==> src/rtl/charge_trigger.sv <==
// charge_trigger: debounced push-button trigger for the charge tune player.
// A synchronized button press that stays stable for DB_CYC cycles produces
// one go pulse. A LOCK_CYC lockout covering the tune length follows, and
// then the button must stay released for DB_CYC cycles before it re-arms.
// Optional feature macro: CHARGE_TRIG_CNT_EN enables the saturating 8-bit
// trigger counter. When it is undefined, trig_cnt is tied to zero.
module charge_trigger #(
  parameter logic        FAST_SIM     = 1'b0,
  // A nonzero value overrides the FAST_SIM-selected timing so that a bench
  // can use very short windows. Zero keeps the standard table.
  parameter int unsigned DB_CYC_OVR   = 0,
  parameter int unsigned LOCK_CYC_OVR = 0
) (
  input  logic       clk,
  input  logic       rst,
  input  logic       btn,
  output logic       go,
  output logic       busy,
  output logic [7:0] trig_cnt
);

  localparam logic [25:0] DB_CYC =
    (DB_CYC_OVR != 0) ? 26'(DB_CYC_OVR)
                      : (FAST_SIM ? 26'd65536 : 26'd1048576);
  localparam logic [25:0] LOCK_CYC =
    (LOCK_CYC_OVR != 0) ? 26'(LOCK_CYC_OVR)
                        : (FAST_SIM ? 26'd3670016 : 26'd58720256);
  localparam logic [25:0] DB_LAST   = DB_CYC - 26'd1;
  localparam logic [25:0] LOCK_LAST = LOCK_CYC - 26'd1;

  // Bit 2 of the encoding marks the busy states, so busy is a single flop.
  // FIRE and LOCKOUT differ only in bit 1, so the go decode cannot glitch
  // when the FSM leaves FIRE.
  localparam logic [2:0] IDLE     = 3'b000;
  localparam logic [2:0] DEBOUNCE = 3'b001;
  localparam logic [2:0] RELEASE  = 3'b010;
  localparam logic [2:0] LOCKOUT  = 3'b100;
  localparam logic [2:0] FIRE     = 3'b110;

  logic        sync1_q;
  logic        btn_s_q;
  logic [2:0]  state_q, state_d;
  logic [25:0] cnt_q, cnt_d;

  // Two-flop synchronizer. Only this logic samples the raw button.
  always_ff @(posedge clk or posedge rst) begin
    if (rst) begin
      sync1_q <= 1'b0;
      btn_s_q <= 1'b0;
    end else begin
      sync1_q <= btn;
      btn_s_q <= sync1_q;
    end
  end

  // Next-state logic. The shared counter restarts on every state change.
  always_comb begin
    state_d = state_q;
    cnt_d   = cnt_q + 26'd1;
    case (state_q)
      IDLE: begin
        if (btn_s_q) state_d = DEBOUNCE;
      end
      DEBOUNCE: begin
        if (!btn_s_q)               state_d = IDLE;
        else if (cnt_q == DB_LAST)  state_d = FIRE;
      end
      FIRE: begin
        state_d = LOCKOUT;
      end
      LOCKOUT: begin
        // The button is deliberately ignored for the whole tune.
        if (cnt_q == LOCK_LAST) state_d = RELEASE;
      end
      RELEASE: begin
        // The release window restarts on any sign of the button. A press
        // held through the lockout therefore never retriggers.
        if (btn_s_q)                cnt_d   = '0;
        else if (cnt_q == DB_LAST)  state_d = IDLE;
      end
      default: begin
        state_d = IDLE;
      end
    endcase
    if (state_d != state_q) cnt_d = '0;
  end

  // State and timer registers. Reset aborts any debounce or lockout at once.
  always_ff @(posedge clk or posedge rst) begin
    if (rst) begin
      state_q <= IDLE;
      cnt_q   <= '0;
    end else begin
      state_q <= state_d;
      cnt_q   <= cnt_d;
    end
  end

  assign go   = (state_q == FIRE);
  assign busy = state_q[2];

`ifdef CHARGE_TRIG_CNT_EN
  logic [7:0] trig_cnt_q, trig_cnt_d;

  always_comb begin
    trig_cnt_d = trig_cnt_q;
    if ((state_q == FIRE) && (trig_cnt_q != 8'hFF)) trig_cnt_d = trig_cnt_q + 8'd1;
  end

  // Saturating count of accepted triggers, bumped once per FIRE cycle.
  always_ff @(posedge clk or posedge rst) begin
    if (rst) trig_cnt_q <= '0;
    else     trig_cnt_q <= trig_cnt_d;
  end

  assign trig_cnt = trig_cnt_q;
`else
  assign trig_cnt = 8'h00;
`endif

endmodule

==> config.mk <==
export PLATFORM = sky130hd
export DESIGN_NAME = charge_trigger
export DESIGN_NICKNAME = d
export VERILOG_FILES = /design/src/rtl/charge_trigger.sv
export SDC_FILE = /design/constraint.sdc
export NUM_CORES = 1
export LEC_CHECK = 0
export ABC_AREA = 1
export BUFFER_PORTS_ARGS = -buffer_cell sky130_fd_sc_hd__buf_4
export CORE_MARGIN = 2
export CORE_UTILIZATION = 55
export DETAILED_ROUTE_END_ITERATION = 10
export GPL_TIMING_DRIVEN = 0
export HOLD_SLACK_MARGIN = 0.12
export PLACE_DENSITY = 0.76
export SLEW_MARGIN = 20
export SYNTH_ARGS = -nofsm -noshare
export SYNTH_HDL_FRONTEND = slang
export SYNTH_SLANG_ARGS = --single-unit
==> constraint.sdc <==
create_clock -name clk -period 1.76 [get_ports clk]
set_clock_uncertainty 0.1 [all_clocks]
set_input_delay 0.352 -clock clk [delete_from_list [all_inputs] [get_ports clk]]
set_output_delay 0.352 -clock clk [all_outputs]
set_load 0.01 [all_outputs]
# ---- Word level (Yosys, flattened, before mapping)
# Index checks and enable logic that the tools add are counted.
dict set report totals {
  register_bits 31
  wordCells 23
}
dict set report classes {
  reduce_logical 1
  n_mux 10
  add_sub_neg 1
  n_eq_ne 7
}
# operator n
set ops {}
lappend ops {{26-bit two-way mux} 3}
lappend ops {{26-bit by 1-bit adder with 26-bit output (second input constant)} 1}
lappend ops {{26-bit by 20-bit equality test with 1-bit output (second input constant)} 1}
lappend ops {{26-bit equality test (second input constant)} 1}
lappend ops {{3-bit two-way mux} 6}
lappend ops {{3-bit one-hot mux with 5 select lines} 1}
lappend ops {{3-bit equality test (second input constant)} 2}
lappend ops {{3-bit by 1-bit equality test with 1-bit output (second input constant)} 1}
lappend ops {{3-bit by 2-bit equality test with 1-bit output (second input constant)} 1}
lappend ops {{3-bit logical NOT} 1}
lappend ops {{3-bit inequality test} 1}

# ---- Depth between registers and ports, before layout
dict set report depth {
  word_depth 6
  mapped_depth 13
}

# ---- Worst setup path after synthesis
# OpenSTA, ideal clock, no wires.
dict set report synth_path {
  kind {reg2reg}
  startpoint {reg cnt_q[0]}
  endpoint {reg cnt_q[10]}
  period_less_slack_ns 1.901
  path_slack_ns -0.141
  path_stages_with_launch 12
  path_buffers 1
  setup_time_ns 0.128
  arrival_ns 1.673
  required_time_ns 1.532
  cell_sequence {dfrtp_1 > ha_1 > nand2_1 > nor2_2 > nand2_4 > nor2_8 > a21oi_2 > nor2_4 > nand3_1 > nand3_4 > buf_12 > nor2_4}
}
dict set report synth_between {
  elab_chain_len 6
}
# item line_no
set synth_rtl {}
lappend synth_rtl {{start: declaration} 43} ;# logic [25:0] cnt_q, cnt_d;
lappend synth_rtl {{start signal: assignment} 95} ;# cnt_q <= cnt_d;
lappend synth_rtl {{branches (longest 5 deep; another with 26-bit by 1-bit adder with 26-bit output)} n/a}
lappend synth_rtl {{26-bit two-way mux *} 85} ;# if (state_d != state_q) cnt_d = '0;
lappend synth_rtl {{named net cnt_d[10]} 43}
# Mark *: on every way through the listed nets, which the timed path passes.

# ---- Worst setup path in the final report
dict set report layout_path {
  startpoint {reg cnt_q[11]}
  endpoint {reg cnt_q[13]}
}
dict set report layout_between {
  elab_chain_len 6
}
# item line_no
set layout_rtl {}
lappend layout_rtl {{26-bit by 20-bit equality test with 1-bit output} {66, 79}}
lappend layout_rtl {{3-bit two-way mux (on tied branches)} {79, 66}}
lappend layout_rtl {{3-bit two-way mux (on tied branches)} {78, 65}}
lappend layout_rtl {{3-bit one-hot mux with 5 select lines *} 60} ;# case (state_q)
lappend layout_rtl {{named net state_d[1]} 42} ;# logic [2:0] state_q, state_d;
lappend layout_rtl {{3-bit inequality test *} 85}
lappend layout_rtl {{26-bit two-way mux *} 85}
lappend layout_rtl {{named net cnt_d[13]} 43}
# Mark *: on every way through the listed nets, which the timed path passes. The rest lies on a longest branch.

==> results.tsv <==
stage	metric	value	unit
synthesis	ys async rst share	1.00	
pwr	Total Power	1.65	mW
finish	Finished Layout Cells	341	
synthesis	Yosys top cell area share	0.370	
grt	global-route wire length before repair	7.96	mm
detailed_routing	final wirelength	4.90	mm
synthesis	cell count after synthesis	245	
synthesis	syn avg cell area	8.55	sq um
synthesis	Netlist cell types	37	
placed_design	GP Congestion	0.851	
synthesis	number of synthesized register bits	31	
detailed_routing	Via density	5.32	
sta	worst slew pin tran	637	ps
synthesis	post-synthesis cell area	0.00209	sq mm
die	num rows	22	
clock_network	TritonCTS clock tree	yes	
min_path	Worst Hold Class	reg -> reg	
detailed_routing	Residual DRC	0	
run_status	violated checks	setup timing	
worst_setup_path	Worst EP required	1830	ps
sta	final hold vios	0	
die	# IOs	13	
worst_setup_path	crit path max fanout	5	
clock_network	latest clock arrival within the worst-skew pair	290	ps
die	die height	65.7	microns
sta	Setup Viol. Count Final	29	
grt	vias in the first global route	1725	
run_status	status	finished, violations left	
die	die area	0.00432	sq mm
grt	GR Overflow Total	0	
min_path	min-delay src	sync1_q	
synthesis	Top FF cell, synth	dfrtp_1	
worst_setup_path	FF-to-FF setup slack	-220	ps
clock_network	H-tree depth	2	
detailed_routing	post-detailed-route wirelength per cell	14.4	microns
finish	nets	296	
worst_setup_path	Arrival @ worst endpoint	2050	ps
synthesis	post-synth top area cell	dfrtp_1	
sta	relative slew slack	0.575	
grt	Total Routing Usage GR	0.243	
sta	RSZ-0062 raised after global routing	yes	
finish	fillers	263	
sta	fin. max-slew vios	0	
synthesis	Synth Warn #	0	
detailed_routing	vias post-DR	1813	
synthesis	sequential area share after synthesis	0.370	
detailed_routing	router iterations before antenna repair	4	
job	Max Cap Viol	0	
synthesis	Post-synth EDFFs	0	
placed_design	port buffer count	4	
sta	crit path time final	1980	ps
die	Initial Utilization	0.572	
worst_setup_path	crit start category	flop	
finish	share of cells above drive strength 1	0.389	
finish	final instance area	0.00268	sq mm
synthesis	Synth area leaders	dfrtp_1 37%, nor2_4 13%, nand2_1 6.8%	
pwr	Worst VDD drop	0.421	mV
detailed_routing	Routed Antenna Nets	0	
worst_setup_path	CP startpoint	cnt_q[11]	
detailed_routing	initial DRC count	101	
die	die width	65.7	microns
placed_design	Post-Place Cells	304	
clock_network	CTS Sinks	31	
grt	pin count of the biggest net entering global routing	32	
sta	worst setup margin	-223	ps
finish	P&R area growth vs syn	28.1	%
clock_network	total CTS buffers	5	
sta	final worst-path cycle share	1.13	
pwr	Power Dens Cells	615	mW/mm^2
die	CORE AREA	0.00366	sq mm
sta	Max Freq	504	MHz
pwr	LEAKAGE	1.19	nW
finish	Diodes inserted	0	
clock_network	CTS clk-pin slew, worst paths	70	ps
worst_setup_path	RR Startpoint	cnt_q[11]	
clock_network	clk root buf	clkbuf_8	
worst_setup_path	CP endpoint kind	flop	
placed_design	Cell Area, Placed	0.00222	sq mm
placed_design	Detailed Place HPWL	2.87	mm
clock_network	clock tree buffer depth	2	
worst_setup_path	Setup CP Type	reg -> reg	
grt	initial antenna violation count	0	
finish	Finished Core Util	0.733	
flip-flops by register name, indices dropped and copies added (netlist names):
| name | count |
|---|---|
| btn_s_q | 1 |
| sync1_q | 1 |
| cnt_q | 26 |
| state_q | 3 |
cell type report:
cell class                 count  area, sq um  share of cell area
tap                           48         60.1              0.0224
multi-input combinational    186         1220               0.454
buffer                        12          109              0.0406
sequential                    31          776               0.289
clock buffer                   6         82.6              0.0308
timing repair buffer          33          317               0.118
clock inverter                 2         35.0              0.0131
inverter                      23         86.3              0.0322
synth_stat cells (all sizes together), types with 2 or more instances:
master,n
or2,4
nor2,53
dfrtp,31
o21ai,9
buf,11
xnor2,2
xor2,4
a21oi,9
nor3,10
nand3,21
inv,23
o21bai,2
nand2,47
nand3b,3
nand4,7
logic make-up (layout without fill, tap and decap cells):
group	after synthesis	in the layout	synth area share
AO/OA/AOI/OAI	24	24	0.0729
XOR/XNOR	6	6	0.0251
adder cells (fa/ha/maj)	1	1	0.00597
buffers and inverters	35	76	0.0932
flip-flops	31	31	0.370
other	1	8	0.00179
AND/OR/NAND/NOR	147	147	0.431
through the flow:
stage / hold WS [ps] / setup slack [ps] / setup TNS, ps
floorplan: 231 / -60.9 / -1080
global placement: 237 / -247 / -5130
detailed placement: 243 / -256 / -5470
CTS: 259 / -194 / -4490
global route: 260 / -329 / -7840
finish: 258 / -223 / -5210
critical path, stage by stage, from the launching register on:
cell and delay [ps]:
dfrtp_1 410, nand2_1 90, nor2_1 220, nand2_4 100, nor2_8 180, nand3_2 90, nand2_2 100, nor2_4 50
nand2_2 60, nand2_2 60, nand3_4 90, buf_6 140, buf_12 140, nor2_4 30
layer usage:
| layer | GRT usage | vias to the layer above | share of wire |
|---|---|---|---|
| met3 | 0.0565 | 15 | 0.057 |
| li1 | - | 873 | - |
| met5 | 0 | - | 0 |
| met1 | 0.312 | 857 | 0.41 |
| met2 | 0.396 | 68 | 0.51 |
| met4 | 0.0938 | 0 | 0.022 |
final timing paths:
path,end,depth (start not counted)
max,cnt_q[13],13
min,btn_s_q,0
max reg2reg,cnt_q[13],13
min reg2reg,btn_s_q,0
max in group asynchronous,cnt_q[14],3
min in group asynchronous,cnt_q[5],3
placed cells by master (no fill, tap or decap), drive strengths merged, types with 8 or more instances in the layout:
master,instances
a21oi,9
dfrtp,31
nand3,21
nor2,53
o21ai,9
inv,23
nand2,47
buf,42
nor3,10
conb,8
power breakdown:
group / internal (mW) / total (mW) / switching, mW / leakage, nW
Combinational: 0.0889 / 0.184 / 0.0949 / 0.700
Clock: 0.458 / 0.735 / 0.277 / 0.0612
Sequential: 0.722 / 0.730 / 0.00807 / 0.424
Total: 1.27 / 1.65 / 0.380 / 1.19
what timing repair did:
item                                    in CTS  in global routing
endpoints found under the setup margin      26                 29
endpoints found under the hold margin       32                  0
buffers inserted                            16                  9
gates resized for setup                     11                 11
pin swaps                                    6                  5
gates cloned                                 2                  0
hold buffers                                 2                  0
No activity file was read; power rests on OpenSTA's default activity.
